[src/rtl/sha256_pkg.sv]
// -----------------------------------------------------------------------------
// sha256_pkg
// Shared SHA-256 definitions: the 32-bit word type, the word count of the hash
// state, the initial hash value (IV) H0..H7 and a modulo-2^32 adder. Used by
// the hash-state logic and the round logic alike.
// No ports (package).
// -----------------------------------------------------------------------------
package sha256_pkg;

   typedef logic [31:0] word_t;

   localparam int NUM_WORDS = 8;

   // Element [0] is H0, element [7] is H7.
   localparam logic [NUM_WORDS-1:0][31:0] SHA256_IV = {
      32'h5be0cd19, 32'h1f83d9ab, 32'h9b05688c, 32'h510e527f,
      32'ha54ff53a, 32'h3c6ef372, 32'hbb67ae85, 32'h6a09e667
   };

   // SHA-256 additions drop the carry out; the 32-bit return type does that.
   function automatic word_t add32(input word_t x, input word_t y);
      return x + y;
   endfunction

endpackage

[src/rtl/sha256_hash_word.sv]
// -----------------------------------------------------------------------------
// sha256_hash_word
// One word of the SHA-256 hash state: a chaining register holding H_i, the
// digest adder H_i + working variable, and the digest register.
// Ports:
//   clk    in   rising-edge clock
//   rst    in   asynchronous active-high reset
//   load   in   block transition: capture digest, reload chaining value
//   work   in   working variable (a..h) at round completion
//   chain  out  chaining value H_i of the block being processed
//   digest out  H_i + work captured at the last transition
// -----------------------------------------------------------------------------
module sha256_hash_word
   import sha256_pkg::*;
#(
   parameter word_t IV = '0
) (
   input  logic  clk,
   input  logic  rst,
   input  logic  load,
   input  word_t work,
   output word_t chain,
   output word_t digest
);

   // Every block is an independent single-block hash, so the chaining value
   // reloads the IV at a transition rather than taking the new digest.
   // NOTE: state registers use non-blocking assignments so that digest
   // samples the pre-edge chain value even though both update on this edge.
   always_ff @(posedge clk or posedge rst) begin
      if (rst) begin
         chain  <= IV;
         digest <= '0;
      end else if (load) begin
         chain  <= IV;
         digest <= add32(chain, work);
      end
   end

endmodule

[src/rtl/sha256_hash_state.sv]
// -----------------------------------------------------------------------------
// sha256_hash_state
// SHA-256 hash state for a double-hash datapath. Detects the end of each
// block from a change of the controller's block index, captures the digest
// (chaining value + final working variables) and pulses dvalid for one cycle.
// Ports:
//   clk            in   rising-edge clock
//   rst            in   asynchronous active-high reset
//   block[1:0]     in   block index; any change ends the previous block
//   a_in..h_in     in   working variables a..h at round completion
//   h1..h8         out  chaining value H0..H7 (registered)
//   h11..h18       out  round-0 load values for a..h (same as h1..h8)
//   d1..d8         out  digest of the last completed block
//   dvalid         out  one-cycle pulse, aligned with a new d1..d8
// -----------------------------------------------------------------------------
module sha256_hash_state
   import sha256_pkg::*;
(
   input  logic       clk,
   input  logic       rst,
   input  logic [1:0] block,
   input  word_t      a_in,
   input  word_t      b_in,
   input  word_t      c_in,
   input  word_t      d_in,
   input  word_t      e_in,
   input  word_t      f_in,
   input  word_t      g_in,
   input  word_t      h_in,
   output word_t      h1,
   output word_t      h2,
   output word_t      h3,
   output word_t      h4,
   output word_t      h5,
   output word_t      h6,
   output word_t      h7,
   output word_t      h8,
   output word_t      h11,
   output word_t      h12,
   output word_t      h13,
   output word_t      h14,
   output word_t      h15,
   output word_t      h16,
   output word_t      h17,
   output word_t      h18,
   output word_t      d1,
   output word_t      d2,
   output word_t      d3,
   output word_t      d4,
   output word_t      d5,
   output word_t      d6,
   output word_t      d7,
   output word_t      d8,
   output logic       dvalid
);

   logic [1:0] prev_block;
   logic       transition;
   word_t      work   [NUM_WORDS];
   word_t      chain  [NUM_WORDS];
   word_t      digest [NUM_WORDS];

   // Any inequality counts, so jumps and the 3->0 wrap are transitions too.
   assign transition = (block != prev_block);

   always_ff @(posedge clk or posedge rst) begin
      if (rst) begin
         prev_block <= '0;
         dvalid     <= 1'b0;
      end else begin
         prev_block <= block;
         dvalid     <= transition;
      end
   end

   assign work[0] = a_in;
   assign work[1] = b_in;
   assign work[2] = c_in;
   assign work[3] = d_in;
   assign work[4] = e_in;
   assign work[5] = f_in;
   assign work[6] = g_in;
   assign work[7] = h_in;

   for (genvar i = 0; i < NUM_WORDS; i++) begin : g_word
      sha256_hash_word #(
         .IV (SHA256_IV[i])
      ) u_word (
         .clk    (clk),
         .rst    (rst),
         .load   (transition),
         .work   (work[i]),
         .chain  (chain[i]),
         .digest (digest[i])
      );
   end

   assign h1 = chain[0];
   assign h2 = chain[1];
   assign h3 = chain[2];
   assign h4 = chain[3];
   assign h5 = chain[4];
   assign h6 = chain[5];
   assign h7 = chain[6];
   assign h8 = chain[7];

   // The working registers load straight from the chaining registers.
   assign h11 = chain[0];
   assign h12 = chain[1];
   assign h13 = chain[2];
   assign h14 = chain[3];
   assign h15 = chain[4];
   assign h16 = chain[5];
   assign h17 = chain[6];
   assign h18 = chain[7];

   assign d1 = digest[0];
   assign d2 = digest[1];
   assign d3 = digest[2];
   assign d4 = digest[3];
   assign d5 = digest[4];
   assign d6 = digest[5];
   assign d7 = digest[6];
   assign d8 = digest[7];

endmodule

[config.mk]
export PLATFORM = sky130hd
export DESIGN_NAME = sha256_hash_state
export DESIGN_NICKNAME = d
export VERILOG_FILES = /design/src/rtl/sha256_pkg.sv /design/src/rtl/sha256_hash_word.sv /design/src/rtl/sha256_hash_state.sv
export SDC_FILE = /design/constraint.sdc
export NUM_CORES = 1
export LEC_CHECK = 0
export CAP_MARGIN = 20
export CORE_AREA = 2 2 401 403
export CTS_CLUSTER_DIAMETER = 60
export DETAILED_ROUTE_END_ITERATION = 10
export DIE_AREA = 0 0 403 405
export SETUP_SLACK_MARGIN = 0.3
export SYNTH_ARGS = -nofsm -noshare
export SYNTH_HDL_FRONTEND = slang
export SYNTH_SLANG_ARGS = --single-unit
export TNS_END_PERCENT = 1
[constraint.sdc]
create_clock -name clk -period 11.6 [get_ports clk]
set_clock_uncertainty 0.05 [all_clocks]
set_input_delay 1.74 -clock clk [delete_from_list [all_inputs] [get_ports clk]]
set_output_delay 1.74 -clock clk [all_outputs]
set_load 0.1 [all_outputs]
# Word level (Yosys, flattened, before mapping)
# Index checks and enable logic that the tools add are counted.
# op_classes
n_addsub	8
eq_ne	1
# op_table
cell	n
$add 31x32->32 const A	3
$add 32x32->32 const A	3
$add 29x32->32 const A	1
$add 30x32->32 const A	1
$ne 2x2->1	1
# totals
regBits	259
out_inout_bits	769
wordCells	19

# Depth between registers and ports, before layout
# Gate-level depths: netlist (run 1).
# logic_depth
word_depth	1
mapped_depth	9

# Modules after synthesis
# Synthesis (run 1) repeated with hierarchy kept, for this count alone.
# hier_totals
cells_unflattened	2246
area_unflattened_um2	19774.0
# modules_own_cells
module	n_inst	cells_per_inst	area_each_um2
sha256_hash_word (g_word[4].u_word)	1	273	2394.8
sha256_hash_word (g_word[1].u_word)	1	265	2326.0
sha256_hash_word (g_word[5].u_word)	1	254	2301.0
sha256_hash_word (g_word[0].u_word)	1	261	2243.4
sha256_hash_word (g_word[2].u_word)	1	243	2190.9
sha256_hash_word (g_word[7].u_word)	1	240	2170.8
sha256_hash_word (g_word[3].u_word)	1	219	2065.7
sha256_hash_word (g_word[6].u_word)	1	228	2059.5
sha256_hash_state	1	263	2021.9

# Worst setup path before layout (run 1)
# OpenSTA, ideal clock, no wires.
# synth_timing
kind	input-to-reg
start	input a_in[0]
end	register g_word[0].u_word.digest[24]
setup_time_ps	124
arrival_time_ps	3587
required_ps	11426
path_slack_ps	7839
cell_stages	9
cell_sequence	inv_1 -> ha_1 -> nand2b_4 -> a311o_1 -> a311o_1 -> a21oi_1 -> o21ai_1 -> mux2i_1 -> a211o_1
# synth_via
elab_chain_cells	1
# synth_lines
element	line	rtl
from (decl)	sha256_hash_state.sv:22	input word_t a_in,
$add 31x32->32	sha256_pkg.sv:22	return x + y;
to (signal assigned)	sha256_hash_word.sv:36	digest <= add32(chain, work);
to (decl)	sha256_hash_word.sv:23	output word_t digest
# No other way between the ends.
# A chain may end at the register's enable or synchronous reset.

# Final worst setup path (run 1)
# layout_timing
start	input a_in[0]
end	register g_word[0].u_word.digest[31]
# The elaborated chain is that of the path after synthesis.

==> results of run 1 <==
final timing paths:
path	start	endpoint	slack [ns]	depth (start not counted)
min in group asynchronous	rst	g_word[4].u_word.digest[21]	1.53	2
hold / removal	g_word[2].u_word.digest[2]	g_word[2].u_word.digest[2]	0.41	2
setup / recovery	a_in[0]	g_word[0].u_word.digest[31]	7.03	8
setup reg to reg	prev_block[0]	g_word[2].u_word.digest[25]	8.53	6
hold reg to reg	g_word[2].u_word.digest[2]	g_word[2].u_word.digest[2]	0.41	2
max in group asynchronous	rst	g_word[6].u_word.digest[20]	7.88	4
state kept, by name (all words and copies together) (netlist names):
register	count
g_word.u_word.digest	256
prev_block	2
dvalid	1
routing by layer:
layer  vias to the layer above  routed length [um]  track usage
li1                       7074                   -            -
met1                      7114               31000        0.106
met2                       711               31000        0.122
met3                        89                7720       0.0332
met4                         0                2630       0.0352
met5                         -                   0            0
cell usage in the layout (no fill, tap or decap), types with 46 or more instances in the layout:
cell type / synthesis / routed
xor2_1: 93 / 93
xnor2_1: 110 / 110
clkbuf_16: 0 / 46
nand2_1: 196 / 196
o21ai_0: 98 / 98
conb_1: 2 / 512
nor2_1: 213 / 213
a21oi_1: 169 / 168
clkdlybuf4s50_1: 0 / 484
dfrtp_1: 259 / 259
cells in the mapped netlist, types with 11 or more instances:
master    count  area, sq um
nand3_1      24          120
nor2b_1      13         81.3
or3_1        11         68.8
nand2_1     196          736
clkbuf_1     53          199
nor2_1      213          800
o21a_1       12         90.1
a21oi_1     169          846
o31ai_1      16          120
inv_1        24         90.1
a31oi_1      25          156
nand4_1      11         68.8
nor4_1       15         93.8
xor2_1       93          815
dfrtp_1     259         6480
xnor2_1     110          963
buf_4       512         3840
o21ai_0      98          490
o21ai_1      44          220
nor3_1       36          180
per-stage QoR:
step	cell area (sq um)	power, mW	utilization	hold WS, ns	std cells
floorplan	19700	3.36	-	0.907	2606
global route	25100	5.52	0.158	0.453	4736
global placement	23500	3.85	0.147	0.399	4645
finish	25100	5.31	0.158	0.415	4741
CTS	25100	5.40	0.158	0.417	4730
detailed placement	23500	3.86	0.147	0.405	4646
power breakdown:
part,total (mW),internal [mW],switching (mW)
sequential,1.14,1.05,0.0884
clock,1.47,0.891,0.579
combinational,2.70,0.445,2.25
layout make-up:
| cell class | instances | area [sq um] | share of cell area |
|---|---|---|---|
| sequential | 259 | 6480 | 0.258 |
| clock inverter | 30 | 397 | 0.0158 |
| antenna | 11 | 27.5 | 0.00110 |
| clock buffer | 54 | 1230 | 0.0490 |
| timing repair buffer | 528 | 5170 | 0.206 |
| tap | 2086 | 2610 | 0.104 |
| inverter | 26 | 113 | 0.00448 |
| multi-input combinational | 1747 | 9090 | 0.362 |
tightest hold or removal path, stage by stage, from the launching register on:
cell	delay [ns]
dfrtp_1	0.34
nand2_1	0.05
nand2_1	0.05
kinds of logic (layout without fill, tap and decap cells):
kind of cell,after synthesis,in the layout
AO/OA/AOI/OAI,438,438
XOR/XNOR,203,203
adder cells (fa/ha/maj),8,8
buffers and inverters,600,638
flip-flops,259,259
multiplexers,6,6
other,2,523
AND/OR/NAND/NOR,580,580
==> flow_summary.toml, run 1 <==
[run]
drv_cap = 0

[yosys]
async_reset_ff_frac = 1.00
synth_top_family_by_area = "buffers and inverters"
synth_seq_cells = 259
synthXorXnorAreaFrac = 0.0997
syn_area_sq_mm = 0.0178
synthMuxAreaShare = 0.00358
synthAdderAreaFrac = 0.00562
synth_compound_area_frac = 0.147
avgSynthCellArea_sq_um = 8.50
synth_ff_type = "dfrtp_1"
synth-simple-area-share = 0.146
yosysUniqueCellTypes = 79
yosysWarnings = 0
synth-edff-count = 0
netlist_instances = 2096
ys_seq_area_frac = 0.364

[drt]
dr.pass1.iters = 5
remaining_drc_errors = 0
totalWireLength_mm = 72.3
drt_first_iter_violations = 808
vias_per_cell = 3.16
ant_nets = 0
detail_route.wl_per_cell_um = 15.2
via_count = 15000

[timing]
timing.fmax_mhz = 219
fin_crit_sh = 0.394
rsz0062_at_grt = "false"
tns_ns = 0
worst_pin_slew_ns = 1.17
min_period_ns = 4.57
hold_viol_final = 0
drv_slew = 0
finalSetupViolCount = 0
fin_ws_ns = 7.03
slew_headroom = 0.220

[clock_tree]
cts_hold_buffers = 0
htreeDepth = 2
cts_setup_buffers = 0
cts.path.max_buffers = 3
cts_tree = "done"
root_buffer = "clkbuf_16"
path_clk_slew_ns = 0.05
cts_resized = 0
cts_buffers = 46
clock_sinks = 259
clk_latency_ns = 0.63

[status]
status = "completed"

[global_routing]
antenna_found_initial = 11
grt_use_total = 0.0827
grt_pass1_vias = 13800
grt_pass1_wl_mm = 98.3
grt_max_degree = 121
grt-ovfl-total = 0

[critical_path]
end_kind = "flop"
path_cells = "clkdlybuf4s50_1, o311ai_1, a21oi_1, o311ai_1, a21boi_1, nor3_1, xor2_1, a21oi_1"
crit_path_max_incr_delay_ns = 0.81
slowest_stage = "clkdlybuf4s50_1"
cp-start-kind = "input port"
worstPathMaxFanout = 8
cpLargestDelayFamily = "compound AO/OA/AOI/OAI gates"
path_buf_inv = 1
critPathKind = "input port to flop"
arrival_ns = 4.95
cp_data_required_time_ns = 11.98

[floorplanning]
row_count = 147
pin_count = 1029
start_util = 0.112
fp.dieW_um = 403
core-area_sq_mm = 0.159
die_area_sq_mm = 0.163
die_h_um = 405

[pwr]
ir_drop_mv = 0.125
p_leak_nw = 10.2
p_per_area_mw_per_mm2 = 211

[final_layout]
synthToLayoutAreaGrowth_pct = 40.9
nets = 2876
drive_above_1_share = 0.0586
fillers = 18100

[placed_design]
gp_congestion = 0.854
dp_hpwl_mm = 59.1
dp_slack_ns = 6.31
io_buffers = 516

[min_path]
worstHoldPathType = "flop to flop"
(Power assumes the default switching activity.)
==> inputs of run 2 (changes only) <==
clock period = 4.8 ns   (was 11.6 ns; I/O delays follow)
==> run 2 against run 1 <==
  * Final cell count grew 0.15%
  * Critical endpoint is now g_word[3].u_word.digest[31]
  * Combinational power grew 140%
  * Clock power grew 130%
  * Largest power group unchanged
  * Non-clock buffer count grew 10
  * Via count grew 0.38%
  * Critical path type unchanged
  * Global-route usage grew 0.34 points
  * Register-to-register slack lost 5.9 ns
  * Hold slack lost 0.053 ns
  * First-iteration DRC count shrank 0.87%
  * Die area is the same
  * Total power grew 140%
==> flow_summary.toml, run 2 (synthesized netlist as in run 1, its figures left out) <==
[status]
status = "completed"

[pwr]
pwr-share-clk = 0.267
switching_share = 0.553
switchingPower_mw = 7.03
power_frac_comb = 0.515
ir_drop_mv = 0.266
p_per_area_mw_per_mm2 = 504
p_int_mw = 5.68
p_seq_frac = 0.218
p_leak_nw = 10.2

[placed_design]
place_area_sq_mm = 0.0236
dp_hpwl_mm = 61.5
gp_congestion = 0.857
io_buffers = 516

[clock_tree]
htreeDepth = 2
path_clk_slew_ns = 0.06
cts.path.max_buffers = 3
cts_resized = 0
root_buffer = "clkbuf_16"
cts_buffers = 45
clk_latency_ns = 0.59
cts_setup_buffers = 0
cts_tree = "done"
clock_sinks = 259
cts_hold_buffers = 0

[global_routing]
grt_use_total = 0.0861
antenna_found_initial = 15
grt-ovfl-total = 0
grt_pass1_vias = 13800
grt_max_degree = 119
grt_pass1_wl_mm = 101

[critical_path]
path_buf_inv = 1
cp_data_required_time_ns = 5.28
path_cells = "clkdlybuf4s50_1, ha_1, nor4_1, o22ai_1, o21ai_1, a21oi_1, nor4_1, a41o_1, a211oi_1"
r2r_start = "prev_block[0]"
end_kind = "flop"
cpLargestDelayFamily = "compound AO/OA/AOI/OAI gates"
worstPathMaxFanout = 6
cp-start-kind = "input port"
arrival_ns = 3.98
critPathKind = "input port to flop"
slowest_stage = "o22ai_1"
path_common_cell = "nor4_1"
rrSetupSlack_ns = 2.65
rr_worst_depth = 5
r2r-end = "g_word[2].u_word.digest[25]"
crit_path_max_incr_delay_ns = 0.81

[floorplanning]
core-area_sq_mm = 0.159
pin_count = 1029
row_count = 147
die_h_um = 405
fp.dieW_um = 403
start_util = 0.112
die_area_sq_mm = 0.163

[drt]
detail_route.wl_per_cell_um = 15.8
drt_first_iter_violations = 801
ant_nets = 0
remaining_drc_errors = 0
vias_per_cell = 3.17
dr.pass1.iters = 5
totalWireLength_mm = 75.0
via_count = 15000

[timing]
fin_crit_sh = 0.728
tns_ns = 0
rsz0062_at_grt = "false"
hold_viol_final = 0
min_period_ns = 3.50
timing.fmax_mhz = 286
finalSetupViolCount = 0
worst_pin_slew_ns = 1.15
drv_slew = 0
slew_headroom = 0.231

[min_path]
worstHoldPathType = "input port to async pin"

[final_layout]
layout_common_cells = "conb_1, clkdlybuf4s50_1, dfrtp_1, nor2_1, nand2_1"
nets = 2885
fillers = 18000
fin_util = 0.158
regMostFlops = "g_word.u_word.digest"
synthToLayoutAreaGrowth_pct = 41.5
final_design_area_no_fill_sq_mm = 0.0252
drive_above_1_share = 0.0611
largest_register_ffs = 256
mostFrequentLayoutCell = "conb_1"
reg_top3 = "g_word.u_word.digest: 256 flops, prev_block: 2 flops, dvalid: 1 flops"

[run]
drv_cap = 0
[run 2: final cells by class]
class / count / area [sq um] / share of cell area
sequential: 259 / 6480 / 0.257
inverter: 26 / 109 / 0.00432
clock buffer: 55 / 1200 / 0.0477
clock inverter: 28 / 343 / 0.0136
multi-input combinational: 1747 / 9090 / 0.360
tap: 2086 / 2610 / 0.104
antenna: 9 / 22.5 / 0.000893
timing repair buffer: 538 / 5360 / 0.212
[run 2: power groups by stage]
stage          clock, mW  combinational (mW)  sequential [mW]
6_report            3.39                6.55             2.77
2_1_floorplan          0                2.74             5.39
5_1_grt             3.60                6.77             2.82
4_1_cts             3.53                6.59             2.78
3_5_place_dp           0                6.58             2.81
3_3_place_gp           0                6.57             2.80
[run 2: worst reg2reg max path: stages (launching register included)]
cell and delay (ns):
dfrtp_1 0.37, xnor2_1 0.15, and2_4 0.21, inv_8 0.46
buf_12 0.42, mux2_2 0.38
[run 2: layer usage]
layer / track usage / vias to the layer above / share of wire
met3: 0.0393 / 109 / 0.12
met4: 0.0346 / 10 / 0.036
met5: 0 / - / 0.00083
li1: - / 7094 / -
met1: 0.106 / 7110 / 0.41
met2: 0.130 / 722 / 0.44
[run 2: stage by stage]
stage	instances	power [mW]	hold WS, ns	setup WS, ns
6_report	4748	12.7	0.361	1.30
5_1_grt	4741	13.2	0.319	1.03
4_1_cts	4738	12.9	0.284	1.33
3_5_place_dp	4655	9.38	0.410	0.638
3_3_place_gp	4655	9.37	0.397	0.685
2_1_floorplan	2606	8.13	0.701	0.616
[run 2: worst max path at each step]
| stage | to | start | cells after the start | slack [ns] |
|---|---|---|---|---|
| CTS | g_word[3].u_word.digest[31] | d_in[1] | 9 | 1.33 |
| floorplan | dvalid | rst | 1 | 0.62 |
| global placement | g_word[3].u_word.digest[31] | d_in[1] | 9 | 0.69 |
| detailed placement | g_word[3].u_word.digest[31] | d_in[1] | 9 | 0.64 |
| finish | g_word[3].u_word.digest[31] | d_in[1] | 9 | 1.30 |
| global route | g_word[3].u_word.digest[31] | d_in[1] | 9 | 1.03 |
